`src/rtl/cpu_reg_package.sv`:
```
// -----------------------------------------------------------------------------
// cpu_reg_package
// Shared CPU-side bus widths plus the types used by the bus master arbiter:
//   address_width / data_width : CPU bus address and data widths
//   arb_state_t                : arbiter FSM states
//   bus_req_t                  : one latched bus request (we, we_ram, address, data)
// -----------------------------------------------------------------------------
package cpu_reg_package;

    localparam int unsigned address_width = 32;
    localparam int unsigned data_width    = 32;

    typedef enum logic [1:0] {
        ARB_IDLE  = 2'd0,
        ARB_ISSUE = 2'd1,
        ARB_WAIT  = 2'd2,
        ARB_DONE  = 2'd3
    } arb_state_t;

    typedef struct packed {
        logic                     we;
        logic [3:0]               we_ram;
        logic [address_width-1:0] address;
        logic [data_width-1:0]    data;
    } bus_req_t;

endpackage

```
`src/rtl/rr_priority_picker.sv`:
```
// -----------------------------------------------------------------------------
// rr_priority_picker
// Combinational round-robin selection: returns the first requester at or after
// (last_grant_i + 1) modulo NumRequesters whose request bit is set.
//   req_i        : request vector
//   last_grant_i : index of the most recent grant
//   grant_o      : selected requester index (valid only with valid_o)
//   valid_o      : at least one request is pending
// -----------------------------------------------------------------------------
module rr_priority_picker #(
    parameter int unsigned NumRequesters = 2,
    parameter int unsigned IdxW          = $clog2(NumRequesters)
) (
    input  logic [NumRequesters-1:0] req_i,
    input  logic [IdxW-1:0]          last_grant_i,
    output logic [IdxW-1:0]          grant_o,
    output logic                     valid_o
);

    int unsigned     idx;
    logic [IdxW-1:0] idx_w;
    logic            found;

    always_comb begin
        grant_o = '0;
        valid_o = 1'b0;
        found   = 1'b0;
        idx     = 0;
        idx_w   = '0;
        // Scan starting one past the last grant so the previous winner is
        // considered last.
        for (int unsigned i = 1; i <= NumRequesters; i++) begin
            idx   = (32'(last_grant_i) + i) % NumRequesters;
            idx_w = IdxW'(idx);
            if (!found && req_i[idx_w]) begin
                found   = 1'b1;
                grant_o = idx_w;
            end
        end
        valid_o = found;
    end

endmodule

```
`src/rtl/bus_master_arbiter.sv`:
```
// -----------------------------------------------------------------------------
// bus_master_arbiter
// Round-robin arbiter letting NumRequesters masters share one CPU-side bus.
// Each transaction runs IDLE -> ISSUE -> WAIT -> DONE.
//   clk_i, reset_ni        : clock, asynchronous active-low reset
//   req_i                  : per-requester request, held until ack_o
//   req_we_i/req_we_ram_i  : per-requester write enable / byte enables (flat)
//   req_address_i/req_data_i : per-requester address / write data (flat)
//   ack_o                  : one-hot, one-cycle completion pulse
//   error_o, rdata_o       : timeout flag and read data, valid with ack_o
//   bus_*_o                : shared bus drive (idle address / zeros when idle)
//   bus_data_i, bus_busy_i : read data and halt/busy from the bus
// -----------------------------------------------------------------------------
module bus_master_arbiter
    import cpu_reg_package::*;
#(
    parameter int unsigned              NumRequesters = 2,
    parameter int unsigned              TimeoutCycles = 1024,
    parameter logic [address_width-1:0] IdleAddress  = '1
) (
    input  logic                                    clk_i,
    input  logic                                    reset_ni,
    input  logic [NumRequesters-1:0]                req_i,
    input  logic [NumRequesters-1:0]                req_we_i,
    input  logic [4*NumRequesters-1:0]              req_we_ram_i,
    input  logic [address_width*NumRequesters-1:0]  req_address_i,
    input  logic [data_width*NumRequesters-1:0]     req_data_i,
    output logic [NumRequesters-1:0]                ack_o,
    output logic                                    error_o,
    output logic [data_width-1:0]                   rdata_o,
    output logic                                    bus_we_o,
    output logic [3:0]                              bus_we_ram_o,
    output logic [address_width-1:0]                bus_address_o,
    output logic [data_width-1:0]                   bus_data_o,
    input  logic [data_width-1:0]                   bus_data_i,
    input  logic                                    bus_busy_i
);

    localparam int unsigned IdxW = $clog2(NumRequesters);
    localparam int unsigned CntW = $clog2(TimeoutCycles) + 1;
    localparam logic [CntW-1:0] CntMax      = '1;
    localparam logic [CntW-1:0] TimeoutLast = CntW'(TimeoutCycles - 1);

    arb_state_t            state_q, state_d;
    logic [IdxW-1:0]       grant_q, grant_d;
    logic [IdxW-1:0]       last_grant_q, last_grant_d;
    bus_req_t              req_q, req_d;
    logic [CntW-1:0]       wait_cnt_q, wait_cnt_d;
    logic [data_width-1:0] rdata_q, rdata_d;
    logic                  error_q, error_d;

    logic [IdxW-1:0]       pick_idx;
    logic                  pick_valid;
    int unsigned           sel;

    rr_priority_picker #(
        .NumRequesters (NumRequesters),
        .IdxW          (IdxW)
    ) u_picker (
        .req_i        (req_i),
        .last_grant_i (last_grant_q),
        .grant_o      (pick_idx),
        .valid_o      (pick_valid)
    );

    always_comb begin
        state_d      = state_q;
        grant_d      = grant_q;
        last_grant_d = last_grant_q;
        req_d        = req_q;
        wait_cnt_d   = wait_cnt_q;
        rdata_d      = rdata_q;
        error_d      = error_q;
        sel          = 32'(pick_idx);

        unique case (state_q)
            ARB_IDLE: begin
                if (pick_valid) begin
                    grant_d        = pick_idx;
                    last_grant_d   = pick_idx;
                    req_d.we       = req_we_i[pick_idx];
                    req_d.we_ram   = req_we_ram_i[sel*4 +: 4];
                    req_d.address  = req_address_i[sel*address_width +: address_width];
                    req_d.data     = req_data_i[sel*data_width +: data_width];
                    state_d        = ARB_ISSUE;
                end
            end
            ARB_ISSUE: begin
                wait_cnt_d = '0;
                state_d    = ARB_WAIT;
            end
            ARB_WAIT: begin
                if (wait_cnt_q != CntMax) begin
                    wait_cnt_d = wait_cnt_q + 1'b1;
                end
                // The first WAIT cycle is never a capture point; the bus needs
                // one cycle to raise busy after seeing the address change.
                if (wait_cnt_q != '0 && !bus_busy_i) begin
                    rdata_d = bus_data_i;
                    error_d = 1'b0;
                    state_d = ARB_DONE;
                end else if (wait_cnt_q == TimeoutLast && bus_busy_i) begin
                    rdata_d = '0;
                    error_d = 1'b1;
                    state_d = ARB_DONE;
                end
            end
            ARB_DONE: begin
                rdata_d = '0;
                error_d = 1'b0;
                state_d = ARB_IDLE;
            end
            default: state_d = ARB_IDLE;
        endcase
    end

    always_comb begin
        bus_address_o = IdleAddress;
        bus_we_o      = 1'b0;
        bus_we_ram_o  = '0;
        bus_data_o    = '0;
        ack_o         = '0;
        rdata_o       = '0;
        error_o       = 1'b0;
        case (state_q)
            ARB_ISSUE: begin
                bus_address_o = req_q.address;
                bus_we_o      = req_q.we;
                bus_we_ram_o  = req_q.we_ram;
                bus_data_o    = req_q.data;
            end
            ARB_WAIT: bus_address_o = req_q.address;
            ARB_DONE: begin
                ack_o[grant_q] = 1'b1;
                rdata_o        = rdata_q;
                error_o        = error_q;
            end
            default: ;
        endcase
    end

    always_ff @(posedge clk_i or negedge reset_ni) begin
        if (!reset_ni) begin
            state_q      <= ARB_IDLE;
            grant_q      <= '0;
            last_grant_q <= IdxW'(NumRequesters - 1);
            req_q        <= '0;
            wait_cnt_q   <= '0;
            rdata_q      <= '0;
            error_q      <= 1'b0;
        end else begin
            state_q      <= state_d;
            grant_q      <= grant_d;
            last_grant_q <= last_grant_d;
            req_q        <= req_d;
            wait_cnt_q   <= wait_cnt_d;
            rdata_q      <= rdata_d;
            error_q      <= error_d;
        end
    end

endmodule

```
`config.mk`:
```
export PLATFORM = sky130hd
export DESIGN_NAME = bus_master_arbiter
export DESIGN_NICKNAME = d
export VERILOG_FILES = /design/src/rtl/cpu_reg_package.sv /design/src/rtl/rr_priority_picker.sv /design/src/rtl/bus_master_arbiter.sv
export SDC_FILE = /design/constraint.sdc
export NUM_CORES = 1
export LEC_CHECK = 0
export BUFFER_PORTS_ARGS = -buffer_cell sky130_fd_sc_hd__buf_2
export CAP_MARGIN = 5
export CORE_ASPECT_RATIO = 1.25
export CORE_MARGIN = 5
export CORE_UTILIZATION = 48
export DETAILED_ROUTE_END_ITERATION = 6
export PLACE_DENSITY_LB_ADDON = 0.2
export SYNTH_ARGS = -nofsm -noshare
export SYNTH_HDL_FRONTEND = slang
export SYNTH_SLANG_ARGS = --single-unit
```
`constraint.sdc`:
```
create_clock -name clk_i -period 2.33 [get_ports clk_i]
set_input_delay 0.1165 -clock clk_i [delete_from_list [all_inputs] [get_ports clk_i]]
set_output_delay 0.1165 -clock clk_i [all_outputs]
set_load 0.02 [all_outputs]
```
==> results_dict.tcl, run 1 <==
set metrics [dict create \
    io_pins 279 \
    drv_cap 0 \
    synth-async-reset-ratio 1.000 \
    setup_viol 0 \
    relSlewSlack 0.5199 \
    critical_path_class "input pin to flip-flop" \
    dr.pass1.iters 5 \
    power.leakage_nw 4.630 \
    internal_power_mw 6.710 \
    gp_congestion 0.8002 \
    synth_top_area_cell "dfrtp_1" \
    portBuffers 278 \
    grt_overflow_total 0 \
    yosys.area.top_type_share 0.4595 \
    syn-instance-count 663 \
    die_h_um 138.3 \
    vias 6197 \
    tritoncts "yes" \
    finalMaxSlewViolations 0 \
    root_buffer "clkbuf_16" \
    synth_area_um2 6317 \
    comb_power_share 0.474 \
    path_clk_slew_ns 0.06 \
    ir_drop_uv 707.8 \
    start_util 0.4944 \
    synthesis.nets 845 \
    powerDensity_nw_per_um2 1258 \
    cts_buffer_depth 2 \
    fmax_mhz 471.0 \
    grt_max_degree 71 \
    synth_warnings 0 \
    chipWidth_um 112.6 \
    core-area_um2 12780 \
    synth.most_common_cell "dfrtp_1" \
    rsz0062_at_grt "false" \
    syn_to_final_growth_pct 46.11 \
    fin_cells 1172 \
    hpwl_mm 13.36 \
    cp_max_fo 70 \
    drt_iter0_markers 442 \
    dp.cells 1068 \
    drive_gt1_frac 0.3367 \
    clkPwrFrac 0.247 \
    p_switching_mw 4.903 \
    ys_top_cells_by_count "116 x dfrtp_1, 110 x nand2_1, 74 x and2_1" \
    status "complete, no violations" \
    crit_required_ns 2.62 \
    tightestPinTransition_ns 0.7175 \
    yosys-top-cells-area "dfrtp_1 46%, mux2i_1 11%, and2_1 7.3%, nand2_1 6.5%, o21ai_0 5.7%" \
    ys_seq_elements 117 \
    std_cell_rows 46 \
    drc_errors 0 \
    clock_sinks 117 \
    post_dp_cell_area_um2 7853 \
    track_usage 0.2513 \
    layout.nets 1173 \
    critPathCaptureType "flip-flop" \
    cts_buffers 17 \
    hp-class "input pin to flip-flop" \
    cts_setup_buffers 0 \
    grt_pass1_vias 6462 \
    p_sw_frac 0.4222 \
    worst_slack_ns 0.2070 \
    seq_area_frac_synth 0.4637 \
    synthFlopType "dfrtp_1" \
    ys_types 44 \
    whs_ns 0.008811 \
    period_minus_slack_ns 2.123 \
    clock_latency_ns 0.41 \
    setup_tns_ns 0 \
    grt_pass1_wl_mm 31.80 \
    wl_per_cell_um 16.87 \
    finalPower_mw 11.61 \
    design_area_um2 9230 \
    place_ws_ns 0.1784 \
    n_fill_cell 968 \
    synth_edf_count 0 \
    postRouteAntennaNets 0 \
    hold_violations 0 \
    skew_ns 0.009352 \
    antenna_found_initial 1 \
    pwr-share-seq 0.279 \
    viasPerCell 5.288 \
    htree_levels 4 \
    final_core_util 0.7224 \
    cp.arrival_ns 2.41 \
    antenna_cells 0 \
    period_share 0.9112 \
    startpoint_type "input pin" \
    fp.dieArea_um2 15570 \
    avgSynthCellArea_um2 9.528 \
    wirelength_mm 19.77 \
]
## logic make-up after synthesis
| logic type | Yosys count | synth area share |
|---|---|---|
| buffers and inverters | 61 | 0.04397 |
| AO/OA/AOI/OAI | 158 | 0.1549 |
| adder cells (fa/ha/maj) | 7 | 0.01386 |
| multiplexers | 74 | 0.1176 |
| flip-flops | 117 | 0.4637 |
| AND/OR/NAND/NOR | 246 | 0.2060 |
## flip-flops by register name (all words and copies together), names as in the netlist
| register | cells |
|---|---|
| grant_q | 1 |
| state_q | 2 |
| last_grant_q | 1 |
| rdata_q | 32 |
| req_q | 69 |
| wait_cnt_q | 11 |
| error_q | 1 |
## per-layer routing
metal | vias up | part of all wire | global-route usage
met1 | 2909 | 0.37 | 0.2785
met2 | 269 | 0.52 | 0.4363
met5 | - | 0.00035 | 0
li1 | 2969 | - | -
met4 | 2 | 0.033 | 0.1120
met3 | 48 | 0.079 | 0.08075
## power groups by stage
stage	logic (mW)	clock network [mW]	registers [mW]
2_1_floorplan	3.66	0	3.12
3_3_place_gp	5.21	0	3.21
3_5_place_dp	5.32	0	3.25
4_1_cts	5.50	2.89	3.24
5_1_grt	6.03	3.00	3.33
6_report	5.51	2.87	3.24
## path summary, 6_finish.rpt
check	start	end	slack, ns	cells after the start
max	req_i[0]	req_q[33]$_DFFE_PN0P_	0.21	7
min	req_data_i[54]	req_q[22]$_DFFE_PN0P_	0.009	3
max reg2reg	last_grant_q$_DFFE_PN1P_	req_q[33]$_DFFE_PN0P_	0.26	5
min reg2reg	req_q[39]$_DFFE_PN0P_	req_q[39]$_DFFE_PN0P_	0.47	2
max in group asynchronous	reset_ni	req_q[67]$_DFFE_PN0P_	1.32	3
min in group asynchronous	reset_ni	rdata_q[11]$_DFFE_PN0P_	0.27	2
## worst max-delay path, cell delays in order
cell and delay (ns):
dlygate4sd3_1 0.56, buf_2 0.18, a21boi_4 0.15, buf_12 0.36, mux2i_1 0.30, dlygate4sd3_1 0.58
o21ai_0 0.07
## layout by cell type (no fill, tap or decap), drive strengths merged, types with 3 or more instances in the layout
master	count
nand4	5
a32oi	32
nand2	110
buf	290
dlygate4sd3	72
mux2i	72
o21ai	104
clkinvlp	4
nor2	7
ha	7
bufinv	5
clkinv	3
dfrtp	116
and2	74
clkbuf	20
a21oi	4
nand2b	33
and3	4
inv	8
## cell type report
| type | count | area [um2] | share of cell area |
|---|---|---|---|
| Multi-Input combinational cell | 485 | 3157 | 0.3420 |
| Sequential cell | 117 | 2929 | 0.3173 |
| Timing Repair Buffer | 362 | 2255 | 0.2443 |
| Clock buffer | 20 | 446.7 | 0.04839 |
| Tap cell | 168 | 210.2 | 0.02277 |
| Clock inverter | 12 | 202.7 | 0.02196 |
| Inverter | 8 | 30.03 | 0.003253 |
## what timing repair did
item,in CTS,in global routing
setup endpoints to repair,0,14
endpoints found under the hold margin,101,0
hold buffers,72,0
resized for setup,0,2
Note: power is estimated with default switching activity, not from simulation.
==> inputs of run 2 (changes only) <==
Settings changed: CORE_UTILIZATION 48 to 40, MAX_ROUTING_LAYER set to met4.
==> results_dict.tcl, run 2 (synthesis results as in run 1) <==
set metrics [dict create \
    whs_ns 0.004111 \
    portBuffers 278 \
    gp_congestion 0.8481 \
    largest_reg_flops 69 \
    layout_commonest_cell "buf_2" \
    io_pins 279 \
    power.leakage_nw 4.639 \
    finalMaxSlewViolations 0 \
    chipWidth_um 122.4 \
    root_buffer "clkbuf_16" \
    grt_overflow_total 0 \
    path_clk_slew_ns 0.06 \
    std_cell_rows 51 \
    startpoint_type "flip-flop" \
    regMostFlops "req_q" \
    clock_latency_ns 0.41 \
    grt_max_degree 74 \
    vias 5899 \
    grt_pass1_wl_mm 28.91 \
    relSlewSlack 0.6085 \
    critPathCaptureType "primary output" \
    syn_to_final_growth_pct 47.08 \
    skew_ns 0.01392 \
    powerDensity_nw_per_um2 1203 \
    drt_iter0_markers 328 \
    grt_pass1_vias 5908 \
    period_minus_slack_ns 2.097 \
    postRouteAntennaNets 0 \
    wl_per_cell_um 14.84 \
    ir_drop_uv 681.2 \
    antenna_found_initial 1 \
    hpwl_mm 12.62 \
    tritoncts "yes" \
    drive_gt1_frac 0.3320 \
    fin_cells 1225 \
    crit_required_ns 2.21 \
    layout.nets 1181 \
    drv_cap 0 \
    die_h_um 150.5 \
    cts_buffers 17 \
    rsz0062_at_grt "false" \
    start_util 0.4057 \
    cp_max_fo 31 \
    fmax_mhz 476.8 \
    cts_buffer_depth 2 \
    wirelength_mm 18.18 \
    critical_path_class "flip-flop to primary output" \
    setup_tns_ns 0 \
    core-area_um2 15570 \
    fp.dieArea_um2 18420 \
    cp.arrival_ns 1.98 \
    final_cell_mix "277 x buf_2, 116 x dfrtp_1, 110 x nand2_1" \
    track_usage 0.2034 \
    htree_levels 4 \
    rrSetupSlack_ns 0.33 \
    hp-class "input pin to flip-flop" \
    cts_setup_buffers 0 \
    viasPerCell 4.816 \
    dp.cells 1113 \
    hold_violations 0 \
    dr.pass1.iters 4 \
    drc_errors 0 \
    status "complete, no violations" \
    period_share 0.9001 \
    tightestPinTransition_ns 0.5873 \
    top_regs "req_q x69, rdata_q x32, wait_cnt_q x11" \
    clock_sinks 117 \
    setup_viol 0 \
]
## run 2: cell count changes in the layout (fill, tap and decap cells not counted)
| cell | delta |
|---|---|
| bufinv_16 | -3 |
| ha_2 | -1 |
| clkinvlp_4 | -1 |
| clkinv_2 | +3 |
| diode_2 | +1 |
| dlygate4sd3_1 | +7 |
| ha_1 | +1 |
| nor2_4 | -1 |
| clkbuf_8 | +1 |
| nor2_2 | +1 |
| clkbuf_1 | +2 |
| buf_12 | +1 |
| clkinv_4 | -2 |
## run 2: worst max-delay path: stages, from the launching register on
cell     delay (ns)
dfrtp_1        0.42
inv_1          0.11
ha_1           0.48
buf_12         0.23
and2_1         0.16
buf_2          0.17
## run 2: per-layer routing
metal,wire (um),vias to the layer above,part of all wire,GRT usage
met2,8745,233,0.48,0.3309
met3,1434,25,0.079,0.05825
met1,7629,2662,0.42,0.2424
met5,0,-,0,-
met4,368,0,0.020,0.06891
li1,-,2979,-,-
## run 2: report_power, final
part	switching [mW]	leakage (nW)	internal, mW
clock	0.903	0.273	1.62
combinational	3.43	2.87	2.00
sequential	0.410	1.50	2.81
## run 2: metrics by stage
stage	total power, mW	setup WS [ns]	utilization	area (um2)
after detailed placement	8.597	0.3908	0.5092	7928
after floorplan	6.781	0.7041	-	6317
after CTS	11.33	0.1561	0.5966	9289
after global routing	12.03	0.1056	0.5968	9291
final	11.18	0.2329	0.5968	9291
after global placement	8.535	0.4496	0.5092	7928
## run 2: path summary, 6_finish.rpt
check	cells after the start	endpoint	from
setup / recovery	5	bus_data_o[19]	state_q[1]$_DFFE_PN0P_
hold / removal	3	req_q[21]$_DFFE_PN0P_	req_data_i[21]
setup reg to reg	5	req_q[48]$_DFFE_PN0P_	last_grant_q$_DFFE_PN1P_
hold reg to reg	2	req_q[5]$_DFFE_PN0P_	req_q[5]$_DFFE_PN0P_
max in group asynchronous	3	rdata_q[21]$_DFFE_PN0P_	reset_ni
min in group asynchronous	2	rdata_q[14]$_DFFE_PN0P_	reset_ni
## run 2: area by class of cell
class	instances	area, um2
clock inverters	9	102.6
clock buffers	23	467.9
well taps	212	265.3
inverters	8	30.03
diodes	1	2.502
repair buffers	370	2345
flip-flops and latches	117	2929
multi-input cells	485	3149
fillers	1398	6279
## run 2: timing repair
action,in CTS,in global routing
hold buffers,79,0
endpoints found under the hold margin,86,0
endpoints found under the setup margin,0,0
gates resized for setup,0,0
==> inputs of run 3 (changes only) <==
Settings changed: ABC_AREA set to 1, CORE_UTILIZATION 40 to 36.
==> results_dict.tcl, run 3 <==
set metrics [dict create \
    status "complete, no violations" \
    r2r_end "req_q[51]$_DFFE_PN0P_" \
    yosys.area.top_type_share 0.4591 \
    powerDensity_nw_per_um2 1243 \
    ys_top_cells_by_count "322 x nand2_1, 124 x inv_1, 116 x dfrtp_1" \
    gr-usage-met3 0.04219 \
    place_ws_ns 0.2850 \
    hold_violations 0 \
    worst_slack_ns 0.1365 \
    synthFlopType "dfrtp_1" \
    grt_use_met1 0.2675 \
    synth-async-reset-ratio 1.000 \
    synth.most_common_cell "nand2_1" \
    layout_commonest_cell "nand2_1" \
    synth_top_area_cell "dfrtp_1" \
    hpwl_mm 14.02 \
    viasPerCell 4.661 \
    critical_path.top_delay_family "buffers and inverters" \
    clock_sinks 117 \
    synth_edf_count 0 \
    multi_input_area_um2 2665 \
    drt_iter0_markers 346 \
    largest_reg_flops 69 \
    met2_usage 0.3606 \
    path_depth 8 \
    r2r.worst_path.cells 8 \
    grt_max_degree 119 \
    grt_pass1_wl_mm 34.70 \
    path_clk_slew_ns 0.06 \
    cp.arrival_ns 2.54 \
    critPathMaxStageDelay_ns 0.58 \
    critical_path_class "flip-flop to flip-flop" \
    avgSynthCellArea_um2 7.226 \
    portBuffers 278 \
    htree_levels 4 \
    cpMostUsedCell "inv_1" \
    hold_path_depth 3 \
    gp_congestion 0.8680 \
    yosys-top-cells-area "dfrtp_1 46%, nand2_1 19%, inv_1 7.4%, a31oi_1 6.8%, nor2_1 4.9%" \
    area.sequential_um2 2929 \
    skew_ns 0.009855 \
    dr.pass1.iters 4 \
    ir_drop_uv 809.6 \
    synth_warnings 0 \
    core-area_um2 17360 \
    endpoint "req_q[51]$_DFFE_PN0P_" \
    drc_errors 0 \
    tightestPinTransition_ns 0.9564 \
    seq_area_frac_synth 0.4633 \
    root_buffer "clkbuf_16" \
    period_minus_slack_ns 2.194 \
    track_usage 0.2200 \
    drv_cap 0 \
    tritoncts "yes" \
    critPathCaptureType "flip-flop" \
    start_util 0.3641 \
    grt_overflow_total 0 \
    cp_cell_sequence "inv_1, ha_1, inv_1, nor2_4, clkbuf_16, nor2_1, a31oi_1, dlygate4sd3_1" \
    chipWidth_um 128.5 \
    ys_seq_elements 117 \
    startpoint_type "flip-flop" \
    io_pins 279 \
    regMostFlops "req_q" \
    fp.dieArea_um2 20330 \
    fin_cells 1539 \
    n_fill_cell 1591 \
    postRouteAntennaNets 0 \
    final_core_util 0.5851 \
    reg2reg_from "state_q[0]$_DFFE_PN0P_" \
    syn_to_final_growth_pct 60.70 \
    period_share 0.9414 \
    crit_slowest_cell "dlygate4sd3_1" \
    syn-instance-count 875 \
    drive_gt1_frac 0.2749 \
    crit_required_ns 2.68 \
    layout.nets 1482 \
    synth_area_um2 6322 \
    ys_types 26 \
    cts_buffer_depth 2 \
    antenna_found_initial 0 \
    wl_per_cell_um 14.47 \
    synthesis.nets 1057 \
    cp_max_fo 59 \
    top_regs "req_q x69, rdata_q x32, wait_cnt_q x11" \
    relSlewSlack 0.3614 \
    power.leakage_nw 5.707 \
    wirelength_mm 22.27 \
    grt_pass1_vias 7169 \
    rrSetupSlack_ns 0.14 \
    vias 7173 \
    final_cell_mix "321 x nand2_1, 277 x buf_2, 168 x dlygate4sd3_1" \
    die_h_um 158.2 \
    cts_buffers 17 \
    setup_viol 0 \
    std_cell_rows 54 \
    dp.cells 1336 \
    fmax_mhz 455.9 \
    cp.buffers_inverters 4 \
    hp-class "input pin to flip-flop" \
    critPathLaunch "state_q[0]$_DFFE_PN0P_" \
    grt-busiest-layer "met2" \
    finalMaxSlewViolations 0 \
    clock_latency_ns 0.42 \
]
[run 3: cell types whose count changed after synthesis, sizes merged, moves of 10 or more]
cell / before / now
o21ai: 104 / 8
mux2i: 72 / 0
inv: 8 / 125
a32oi: 32 / 0
nand4: 5 / 36
a31oi: 2 / 69
nand2b: 33 / 0
nand3: 2 / 12
and2: 74 / 0
nand2: 110 / 350
nor2: 7 / 85
[run 3: cells by family after synthesis]
group	synth area share
fa+ha+maj	0.01385
compound gates	0.07936
buf+inv	0.1168
flops	0.4633
simple gates	0.3226
xor+xnor	0.004157
[run 3: repair_timing]
item,CTS,global route
hold buffers,168,0
endpoints found under the setup margin,0,48
buffers inserted,0,0
endpoints found under the hold margin,170,0
gates resized for setup,0,5
[run 3: per-stage QoR]
| step | cell area (um2) | power (mW) | hold WS [ns] | TNS [ns] |
|---|---|---|---|---|
| 2_1_floorplan | 6322 | 7.414 | -0.1791 | 0 |
| 3_3_place_gp | 7864 | 8.992 | 0.03602 | 0 |
| 3_5_place_dp | 7864 | 9.042 | 0.03260 | 0 |
| 4_1_cts | 10130 | 12.60 | 0.002164 | 0 |
| 5_1_grt | 10150 | 13.54 | 0.01278 | -0.0001390 |
| 6_report | 10160 | 12.63 | 0.01437 | 0 |
[run 3: cell type report]
class,instances,share of cell area
diodes,2,0.0004926
clock buffers,19,0.04458
clock inverters,13,0.01305
inverters,126,0.04655
multi-input cells,578,0.2623
flip-flops and latches,117,0.2883
well taps,224,0.02759
repair buffers,460,0.3171
[run 3: worst reg2reg max path: cells and delay by family, from the launching register on]
kind | cells | cell delay [ns]
AOI/OAI and AO/OA | 1 | 0.17
adders and majority gates | 1 | 0.20
buffers and inverters | 4 | 1.08
DFF | 1 | 0.41
and+or+nand+nor | 2 | 0.26
[run 3: how the worst min path moves through the flow]
stage                   startpoint               endpoint  slack [ns]
floorplan                 reset_ni    error_q$_DFFE_PN0P_       -0.18
global placement          reset_ni  req_q[58]$_DFFE_PN0P_        0.04
detailed placement        reset_ni  req_q[58]$_DFFE_PN0P_        0.03
CTS                 req_data_i[27]  req_q[27]$_DFFE_PN0P_       0.002
global route        req_data_i[27]  req_q[27]$_DFFE_PN0P_        0.01
finish              req_data_i[27]  req_q[27]$_DFFE_PN0P_        0.01
[run 3: where the power goes]
part	switching (mW)	internal, mW
combinational	3.96	2.58
sequential	0.532	2.97
clock	0.962	1.62
[run 3: metal layers]
layer,vias up,wire (um)
li1,3561,-
met1,3282,9168
met2,284,11010
met3,46,1453
met4,0,639
met5,-,0
